`src/rtl/rv32v_mem_lane_serializer_if.sv`:
```
// Bundle of execute-side beat, data-memory and writeback signals for the
// two-lane vector memory serializer. The slave modport is the serializer's
// view; the master modport is the view of whatever surrounds it.
interface rv32v_mem_lane_serializer_if #(
  parameter int OFFSET_W = 5
);
  // execute beat
  logic                ena;
  logic                load_ena;
  logic                store_ena;
  logic [1:0]          wen;
  logic [31:0]         aluresult0;
  logic [31:0]         aluresult1;
  logic [31:0]         storedata0;
  logic [31:0]         storedata1;
  logic [1:0]          eew;
  logic [4:0]          vd;
  logic [OFFSET_W-1:0] woffset0;
  logic [OFFSET_W-1:0] woffset1;
  logic                stall;

  // single-ported data memory
  logic [31:0]         dmem_addr;
  logic                dmem_ren;
  logic                dmem_wen;
  logic [31:0]         dmem_wdata;
  logic [3:0]          dmem_byte_en;
  logic [31:0]         dmem_rdata;
  logic                dmem_busy;

  // vector writeback
  logic                wb_valid;
  logic [1:0]          wb_wen;
  logic [31:0]         wb_data0;
  logic [31:0]         wb_data1;
  logic [OFFSET_W-1:0] wb_offset0;
  logic [OFFSET_W-1:0] wb_offset1;
  logic [4:0]          wb_vd;
  logic                misaligned;

  modport slave (
    input  ena, load_ena, store_ena, wen, aluresult0, aluresult1,
           storedata0, storedata1, eew, vd, woffset0, woffset1,
           dmem_rdata, dmem_busy,
    output stall, dmem_addr, dmem_ren, dmem_wen, dmem_wdata, dmem_byte_en,
           wb_valid, wb_wen, wb_data0, wb_data1, wb_offset0, wb_offset1,
           wb_vd, misaligned
  );

  modport master (
    output ena, load_ena, store_ena, wen, aluresult0, aluresult1,
           storedata0, storedata1, eew, vd, woffset0, woffset1,
           dmem_rdata, dmem_busy,
    input  stall, dmem_addr, dmem_ren, dmem_wen, dmem_wdata, dmem_byte_en,
           wb_valid, wb_wen, wb_data0, wb_data1, wb_offset0, wb_offset1,
           wb_vd, misaligned
  );
endinterface

```
`src/rtl/rv32v_mem_lane_serializer.sv`:
```
// Two-lane vector memory stage: latches one execute beat, issues one
// data-memory transaction per active lane (lane 0 first), then presents a
// single-cycle writeback beat. Non-memory beats pass straight to writeback.
// All memory and writeback outputs are decoded from latched state only.
module rv32v_mem_lane_serializer #(
  parameter int OFFSET_W = 5
) (
  input  logic CLK,
  input  logic nRST,
  rv32v_mem_lane_serializer_if.slave bus
);

  typedef enum logic [1:0] {IDLE, REQ0, REQ1, RESP} state_t;

  state_t              state_reg;
  state_t              state_next;

  logic                is_load_reg;
  logic                is_store_reg;
  logic [1:0]          lane_en_reg;   // original lane mask, steers REQ0 -> REQ1
  logic [1:0]          wb_mask_reg;   // writeback enables, cleared per misaligned lane
  logic [1:0]          eew_reg;
  logic [31:0]         addr_reg   [2];
  logic [31:0]         sdata_reg  [2];
  logic [31:0]         result_reg [2];
  logic [OFFSET_W-1:0] offset_reg [2];
  logic [4:0]          vd_reg;
  logic                mis_reg;

  logic                accept;
  logic                mem_beat;
  logic [1:0]          lane_mis;
  logic                in_req;
  logic                cur;
  logic [31:0]         cur_addr;
  logic [31:0]         cur_sdata;
  logic                req_live;
  logic                req_done;
  logic [3:0]          byte_en;
  logic [31:0]         wdata;
  logic [31:0]         rshift8;
  logic [31:0]         rshift16;
  logic [31:0]         load_elem;
  logic                resp;

  assign accept   = (state_reg == IDLE) && bus.ena;
  assign mem_beat = bus.load_ena || bus.store_ena;

  // Per-lane alignment check against the latched element width (3 acts as 32b).
  generate
    for (genvar gi = 0; gi < 2; gi++) begin : g_lane
      assign lane_mis[gi] = (eew_reg == 2'd0) ? 1'b0 :
                            (eew_reg == 2'd1) ? addr_reg[gi][0] :
                                                (|addr_reg[gi][1:0]);
    end
  endgenerate

  assign in_req    = (state_reg == REQ0) || (state_reg == REQ1);
  assign cur       = (state_reg == REQ1);
  assign cur_addr  = addr_reg[cur];
  assign cur_sdata = sdata_reg[cur];
  // A misaligned lane never reaches the memory and finishes in one cycle.
  assign req_live  = in_req && !lane_mis[cur];
  assign req_done  = in_req && (lane_mis[cur] || !bus.dmem_busy);

  // Byte-lane steering, store replication and load element extraction.
  always_comb begin
    byte_en   = 4'b1111;
    wdata     = cur_sdata;
    rshift8   = bus.dmem_rdata >> {cur_addr[1:0], 3'b000};
    rshift16  = bus.dmem_rdata >> {cur_addr[1], 4'b0000};
    load_elem = bus.dmem_rdata;
    case (eew_reg)
      2'd0: begin
        byte_en   = 4'b0001 << cur_addr[1:0];
        wdata     = {4{cur_sdata[7:0]}};
        load_elem = {24'd0, rshift8[7:0]};
      end
      2'd1: begin
        byte_en   = 4'b0011 << {cur_addr[1], 1'b0};
        wdata     = {2{cur_sdata[15:0]}};
        load_elem = {16'd0, rshift16[15:0]};
      end
      default: ;
    endcase
  end

  // State register.
  always_ff @(posedge CLK or negedge nRST) begin
    if (!nRST) state_reg <= IDLE;
    else       state_reg <= state_next;
  end

  // Next-state decode: lane 0 before lane 1, skipping inactive lanes.
  always_comb begin
    state_next = state_reg;
    case (state_reg)
      IDLE: begin
        if (bus.ena) begin
          if (mem_beat && (bus.wen != 2'b00))
            state_next = bus.wen[0] ? REQ0 : REQ1;
          else
            state_next = RESP;
        end
      end
      REQ0: if (req_done) state_next = lane_en_reg[1] ? REQ1 : RESP;
      REQ1: if (req_done) state_next = RESP;
      RESP: state_next = IDLE;
      default: state_next = IDLE;
    endcase
  end

  // Beat capture on accept, per-lane load capture / misalignment marking.
  always_ff @(posedge CLK or negedge nRST) begin
    if (!nRST) begin
      is_load_reg   <= 1'b0;
      is_store_reg  <= 1'b0;
      lane_en_reg   <= 2'b00;
      wb_mask_reg   <= 2'b00;
      eew_reg       <= 2'd0;
      addr_reg[0]   <= '0;
      addr_reg[1]   <= '0;
      sdata_reg[0]  <= '0;
      sdata_reg[1]  <= '0;
      result_reg[0] <= '0;
      result_reg[1] <= '0;
      offset_reg[0] <= '0;
      offset_reg[1] <= '0;
      vd_reg        <= '0;
      mis_reg       <= 1'b0;
    end else if (accept) begin
      is_load_reg   <= bus.load_ena;
      is_store_reg  <= bus.store_ena;
      lane_en_reg   <= bus.wen;
      // Stores never write the register file.
      wb_mask_reg   <= bus.store_ena ? 2'b00 : bus.wen;
      eew_reg       <= bus.eew;
      addr_reg[0]   <= bus.aluresult0;
      addr_reg[1]   <= bus.aluresult1;
      sdata_reg[0]  <= bus.storedata0;
      sdata_reg[1]  <= bus.storedata1;
      result_reg[0] <= bus.aluresult0;
      result_reg[1] <= bus.aluresult1;
      offset_reg[0] <= bus.woffset0;
      offset_reg[1] <= bus.woffset1;
      vd_reg        <= bus.vd;
      mis_reg       <= 1'b0;
    end else if (req_done) begin
      if (lane_mis[cur]) begin
        wb_mask_reg[cur] <= 1'b0;
        mis_reg          <= 1'b1;
      end else if (is_load_reg) begin
        result_reg[cur]  <= load_elem;
      end
    end else if (state_reg == RESP) begin
      mis_reg <= 1'b0;
    end
  end

  assign resp = (state_reg == RESP);

  assign bus.stall        = (state_reg != IDLE);
  assign bus.dmem_addr    = req_live ? {cur_addr[31:2], 2'b00} : 32'd0;
  assign bus.dmem_ren     = req_live && is_load_reg;
  assign bus.dmem_wen     = req_live && is_store_reg;
  assign bus.dmem_byte_en = req_live ? byte_en : 4'b0000;
  assign bus.dmem_wdata   = (req_live && is_store_reg) ? wdata : 32'd0;

  assign bus.wb_valid     = resp;
  assign bus.wb_wen       = resp ? wb_mask_reg : 2'b00;
  assign bus.wb_data0     = resp ? result_reg[0] : 32'd0;
  assign bus.wb_data1     = resp ? result_reg[1] : 32'd0;
  assign bus.wb_offset0   = resp ? offset_reg[0] : '0;
  assign bus.wb_offset1   = resp ? offset_reg[1] : '0;
  assign bus.wb_vd        = resp ? vd_reg : 5'd0;
  assign bus.misaligned   = resp && mis_reg;

endmodule

```
`src/flat_wrapper.sv`:
```
// flat-port wrapper written by rule: the top's interface ports become plain ports
module rv32v_mem_lane_serializer_flat 
#(
  parameter int OFFSET_W = 5
)
  (CLK, nRST, bus_ena, bus_load_ena, bus_store_ena, bus_wen, bus_aluresult0, bus_aluresult1, bus_storedata0, bus_storedata1, bus_eew, bus_vd, bus_woffset0, bus_woffset1, bus_dmem_rdata, bus_dmem_busy, bus_stall, bus_dmem_addr, bus_dmem_ren, bus_dmem_wen, bus_dmem_wdata, bus_dmem_byte_en, bus_wb_valid, bus_wb_wen, bus_wb_data0, bus_wb_data1, bus_wb_offset0, bus_wb_offset1, bus_wb_vd, bus_misaligned);
  rv32v_mem_lane_serializer_if #(.OFFSET_W(OFFSET_W)) bus_i ();
  input  logic CLK;
  input  logic nRST;
  input wire logic [$bits(bus_i.ena)-1:0] bus_ena;
  input wire logic [$bits(bus_i.load_ena)-1:0] bus_load_ena;
  input wire logic [$bits(bus_i.store_ena)-1:0] bus_store_ena;
  input wire logic [$bits(bus_i.wen)-1:0] bus_wen;
  input wire logic [$bits(bus_i.aluresult0)-1:0] bus_aluresult0;
  input wire logic [$bits(bus_i.aluresult1)-1:0] bus_aluresult1;
  input wire logic [$bits(bus_i.storedata0)-1:0] bus_storedata0;
  input wire logic [$bits(bus_i.storedata1)-1:0] bus_storedata1;
  input wire logic [$bits(bus_i.eew)-1:0] bus_eew;
  input wire logic [$bits(bus_i.vd)-1:0] bus_vd;
  input wire logic [$bits(bus_i.woffset0)-1:0] bus_woffset0;
  input wire logic [$bits(bus_i.woffset1)-1:0] bus_woffset1;
  input wire logic [$bits(bus_i.dmem_rdata)-1:0] bus_dmem_rdata;
  input wire logic [$bits(bus_i.dmem_busy)-1:0] bus_dmem_busy;
  output wire logic [$bits(bus_i.stall)-1:0] bus_stall;
  output wire logic [$bits(bus_i.dmem_addr)-1:0] bus_dmem_addr;
  output wire logic [$bits(bus_i.dmem_ren)-1:0] bus_dmem_ren;
  output wire logic [$bits(bus_i.dmem_wen)-1:0] bus_dmem_wen;
  output wire logic [$bits(bus_i.dmem_wdata)-1:0] bus_dmem_wdata;
  output wire logic [$bits(bus_i.dmem_byte_en)-1:0] bus_dmem_byte_en;
  output wire logic [$bits(bus_i.wb_valid)-1:0] bus_wb_valid;
  output wire logic [$bits(bus_i.wb_wen)-1:0] bus_wb_wen;
  output wire logic [$bits(bus_i.wb_data0)-1:0] bus_wb_data0;
  output wire logic [$bits(bus_i.wb_data1)-1:0] bus_wb_data1;
  output wire logic [$bits(bus_i.wb_offset0)-1:0] bus_wb_offset0;
  output wire logic [$bits(bus_i.wb_offset1)-1:0] bus_wb_offset1;
  output wire logic [$bits(bus_i.wb_vd)-1:0] bus_wb_vd;
  output wire logic [$bits(bus_i.misaligned)-1:0] bus_misaligned;
  assign bus_i.ena = bus_ena;
  assign bus_i.load_ena = bus_load_ena;
  assign bus_i.store_ena = bus_store_ena;
  assign bus_i.wen = bus_wen;
  assign bus_i.aluresult0 = bus_aluresult0;
  assign bus_i.aluresult1 = bus_aluresult1;
  assign bus_i.storedata0 = bus_storedata0;
  assign bus_i.storedata1 = bus_storedata1;
  assign bus_i.eew = bus_eew;
  assign bus_i.vd = bus_vd;
  assign bus_i.woffset0 = bus_woffset0;
  assign bus_i.woffset1 = bus_woffset1;
  assign bus_i.dmem_rdata = bus_dmem_rdata;
  assign bus_i.dmem_busy = bus_dmem_busy;
  assign bus_stall = bus_i.stall;
  assign bus_dmem_addr = bus_i.dmem_addr;
  assign bus_dmem_ren = bus_i.dmem_ren;
  assign bus_dmem_wen = bus_i.dmem_wen;
  assign bus_dmem_wdata = bus_i.dmem_wdata;
  assign bus_dmem_byte_en = bus_i.dmem_byte_en;
  assign bus_wb_valid = bus_i.wb_valid;
  assign bus_wb_wen = bus_i.wb_wen;
  assign bus_wb_data0 = bus_i.wb_data0;
  assign bus_wb_data1 = bus_i.wb_data1;
  assign bus_wb_offset0 = bus_i.wb_offset0;
  assign bus_wb_offset1 = bus_i.wb_offset1;
  assign bus_wb_vd = bus_i.wb_vd;
  assign bus_misaligned = bus_i.misaligned;
  rv32v_mem_lane_serializer #(.OFFSET_W(OFFSET_W)) u_core (.CLK(CLK), .nRST(nRST), .bus(bus_i));
endmodule
```
`config.mk`:
```
export PLATFORM = sky130hd
export DESIGN_NAME = rv32v_mem_lane_serializer_flat
export DESIGN_NICKNAME = d
export VERILOG_FILES = /design/src/rtl/rv32v_mem_lane_serializer_if.sv /design/src/rtl/rv32v_mem_lane_serializer.sv /design/src/flat_wrapper.sv
export SDC_FILE = /design/constraint.sdc
export NUM_CORES = 1
export LEC_CHECK = 0
export ABC_AREA = 1
export ABC_CLOCK_PERIOD_IN_PS = 6700
export CAP_MARGIN = 30
export CELL_PAD_IN_SITES_DETAIL_PLACEMENT = 0
export CELL_PAD_IN_SITES_GLOBAL_PLACEMENT = 1
export CORE_ASPECT_RATIO = 1.25
export CORE_MARGIN = 5
export CORE_UTILIZATION = 36
export DETAILED_ROUTE_END_ITERATION = 7
export PLACE_DENSITY_LB_ADDON = 0.1
export SLEW_MARGIN = 20
export SYNTH_ARGS = -nofsm -noshare
export SYNTH_HDL_FRONTEND = slang
export SYNTH_SLANG_ARGS = --single-unit
```
`constraint.sdc`:
```
create_clock -name CLK -period 6.7 [get_ports CLK]
set_input_delay 1.675 -clock CLK [delete_from_list [all_inputs] [get_ports CLK]]
set_output_delay 1.675 -clock CLK [all_outputs]
set_load 0.03 [all_outputs]
```
==> results.toml <==
[setup_path]
worst_ep_required_time_ns = 5.03
crit_type = "reg2out"
worstPathMaxFanout = 29
worstSetupStartpointType = "flip-flop"
crit_arrival_ns = 3.91
endpoint_kind = "output pin"

[cells_and_area]
nets = 2119
layoutNonFillerInstCount = 2360
drive_above_1_share_pct = 4.01
fin_util_pct = 50.0
seqCellArea_um2 = 5430
areaGrowthSynthToFinish_pct = 38.1
multiInputGateArea_um2 = 4940
fillers = 3297

[synthesis]
ys_ff_latch = 217
yosys_warnings = 0
yosysSeqAreaShare_pct = 47.3
syn-mean-instance-area_um2 = 6.96
synthArstFlopShare_pct = 100
synth_area_um2 = 11500
syn_inst = 1650
yosysUniqueCellTypes = 33
synth-edff-count = 0
ys.flop_type = "dfrtp_1"

[timing]
maxSlewHeadroom_pct = 38.2
setup_tns_ns = 0
finalHoldViolations = 0
hold_slack_ns = 0.468
layout_min_cycle_time_ns = 5.59
fmax_mhz = 179
finalCritPeriodShare_pct = 83.4
finalSetupViolCount = 0
rsz0062_at_grt = "false"
finalWorstSetupSlack_ns = 1.11
maxSlewViolCount = 0
tightest_slew_ns = 0.924
finClkSkew_ns = 0.00825

[clocking]
clk_latency_ns = 0.51
cts_buffers = 25
postCtsSetupBuffers = 0
cts_root_buf = "clkbuf_16"
cts_tree = "done"
cts_buffer_depth = 3
cts_sinks = 217
clkTransAtPathRegs_ns = 0.06
h-tree-depth = 1
cts_hold_buf = 0
post_cts_resized = 0

[place]
dp_hpwl_mm = 29.9
pre_cts_ws_ns = 1.61
io_buffers = 336
gp_congestion = 0.828
dp.cells = 2314

[route]
drt-initial-drc-count = 955
drt_first_pass_iters = 7
drc = 0
routed_wl_mm = 42.9
ant_nets = 0
vias = 11400
drt-vias-per-instance = 4.85
wire_per_inst_um = 18.2

[global_routing]
overflow = 0
grt_pass1_wl_mm = 66.0
grt_pass1_vias = 11500
grt_antenna_before_repair = 3
grt_usage_pct = 23.5
grt_max_degree = 115

[power_and_ir_drop]
p_leak_nw = 8.44
power_density_nw_per_um2 = 509
vdd_ir_drop_max_mv = 0.285

[outcome]
status = "complete, no violations"

[floorplan]
die_h_um = 210
rows = 73
core_area_um2 = 31700
dieArea_um2 = 35600
ios = 339
die_x_um = 170
start_util_pct = 36.2

[worst_hold_path]
min_path_type = "reg2reg"

[flow_run]
cap_violations = 0
-- power breakdown --
part	switching (mW)	leakage (nW)	internal, mW
logic	3.05	5.29	1.48
clock network	0.547	0.401	0.774
registers	0.311	2.75	1.90
-- cell families after synthesis --
logic type | share of synthesized area, %
buf+inv | 10.1
fa+ha+maj | 0.545
other cells | 0.0327
flops | 47.3
compound gates | 8.57
simple gates | 33.0
mux | 0.523
-- critical path: stages, from the launching register on --
cell             delay [ns]
dfrtp_1                0.44
inv_1                  0.18
ha_4                   0.40
inv_2                  0.09
nand2_2                0.10
nand2_1                0.07
nand2_2                0.07
nand2_2                0.07
nor2_4                 0.13
nand2_1                0.37
inv_2                  0.37
o21ai_0                0.20
a21oi_1                0.18
clkdlybuf4s50_1        0.71
-- cell type report --
class	instances	share of cell area, %
Sequential cell	217	34.2
Multi-Input combinational cell	1149	31.2
Timing Repair Buffer	348	21.9
Inverter	188	4.47
Clock buffer	33	4.45
Tap cell	412	3.25
Clock inverter	11	0.505
Antenna cell	2	0.0316
-- per-stage QoR --
stage                     power [mW]  instance area, um^2
after floorplan                 5.09                11500
after global placement          6.76                15000
after detailed placement        6.81                15100
after CTS                       8.18                15900
after global routing            8.70                15900
final                           8.07                15900
-- worst paths after layout --
| path | slack (ns) | start | cells past startpoint | to |
|---|---|---|---|---|
| worst max-delay path | 1.11 | u_core.state_reg[0]$_DFFE_PN0P_ | 13 | bus_dmem_wdata[10] |
| worst min-delay path | 0.47 | u_core.result_reg[47]$_DFFE_PN0P_ | 2 | u_core.result_reg[47]$_DFFE_PN0P_ |
| worst max register to register | 2.97 | u_core.state_reg[0]$_DFFE_PN0P_ | 8 | u_core.result_reg[19]$_DFFE_PN0P_ |
| worst min register to register | 0.47 | u_core.result_reg[47]$_DFFE_PN0P_ | 2 | u_core.result_reg[47]$_DFFE_PN0P_ |
| max in group asynchronous | 4.04 | nRST | 2 | u_core.sdata_reg[30]$_DFFE_PN0P_ |
| min in group asynchronous | 1.21 | nRST | 1 | u_core.addr_reg[24]$_DFFE_PN0P_ |
-- Yosys cell counts, drive strengths merged (5+ instances only) --
| cell type | number | area share, % |
|---|---|---|
| inv | 187 | 6.1 |
| buf | 44 | 2.2 |
| clkbuf | 53 | 1.7 |
| mux2i | 6 | 0.52 |
| nand4 | 16 | 0.87 |
| a32o | 5 | 0.44 |
| dfrtp | 217 | 47 |
| nand3 | 62 | 2.8 |
| nand2 | 795 | 26 |
| nor2 | 76 | 2.8 |
| o21ai | 92 | 4.0 |
| o22ai | 38 | 2.1 |
| ha | 5 | 0.54 |
| a21oi | 45 | 2.0 |
-- layer usage --
layer  part of all wire (%)  track usage, %
met1                     41            30.0
met3                    7.5            5.28
met4                    2.6            6.33
met2                     49            40.1
met5                  0.016               0
-- cells in the final DEF (no fill, tap or decap), types with 2 or more instances in the layout --
cell             netlist  final
clkinv_2               0     10
ha_1                   5      3
nand2_2                6      5
a21oi_2                2      2
nand4_1               16     16
nand3_1               61     61
a21oi_1               43     43
inv_1                182    182
a32o_1                 5      5
nor2_4                 2      2
dfrtp_1              217    216
ha_4                   0      2
o22ai_1               38     38
inv_2                  5      4
clkdlybuf4s50_1        0    335
nand2_1              788    788
conb_1                 1      2
diode_2                0      2
mux2i_1                6      6
nor2_1                72     72
clkbuf_16              0     25
nor4_1                 3      3
nor3_1                 3      3
clkbuf_1              53      3
buf_4                  6     11
o21ai_0               90     90
clkbuf_8               0      5
Note: power is estimated with default switching activity, not from simulation.
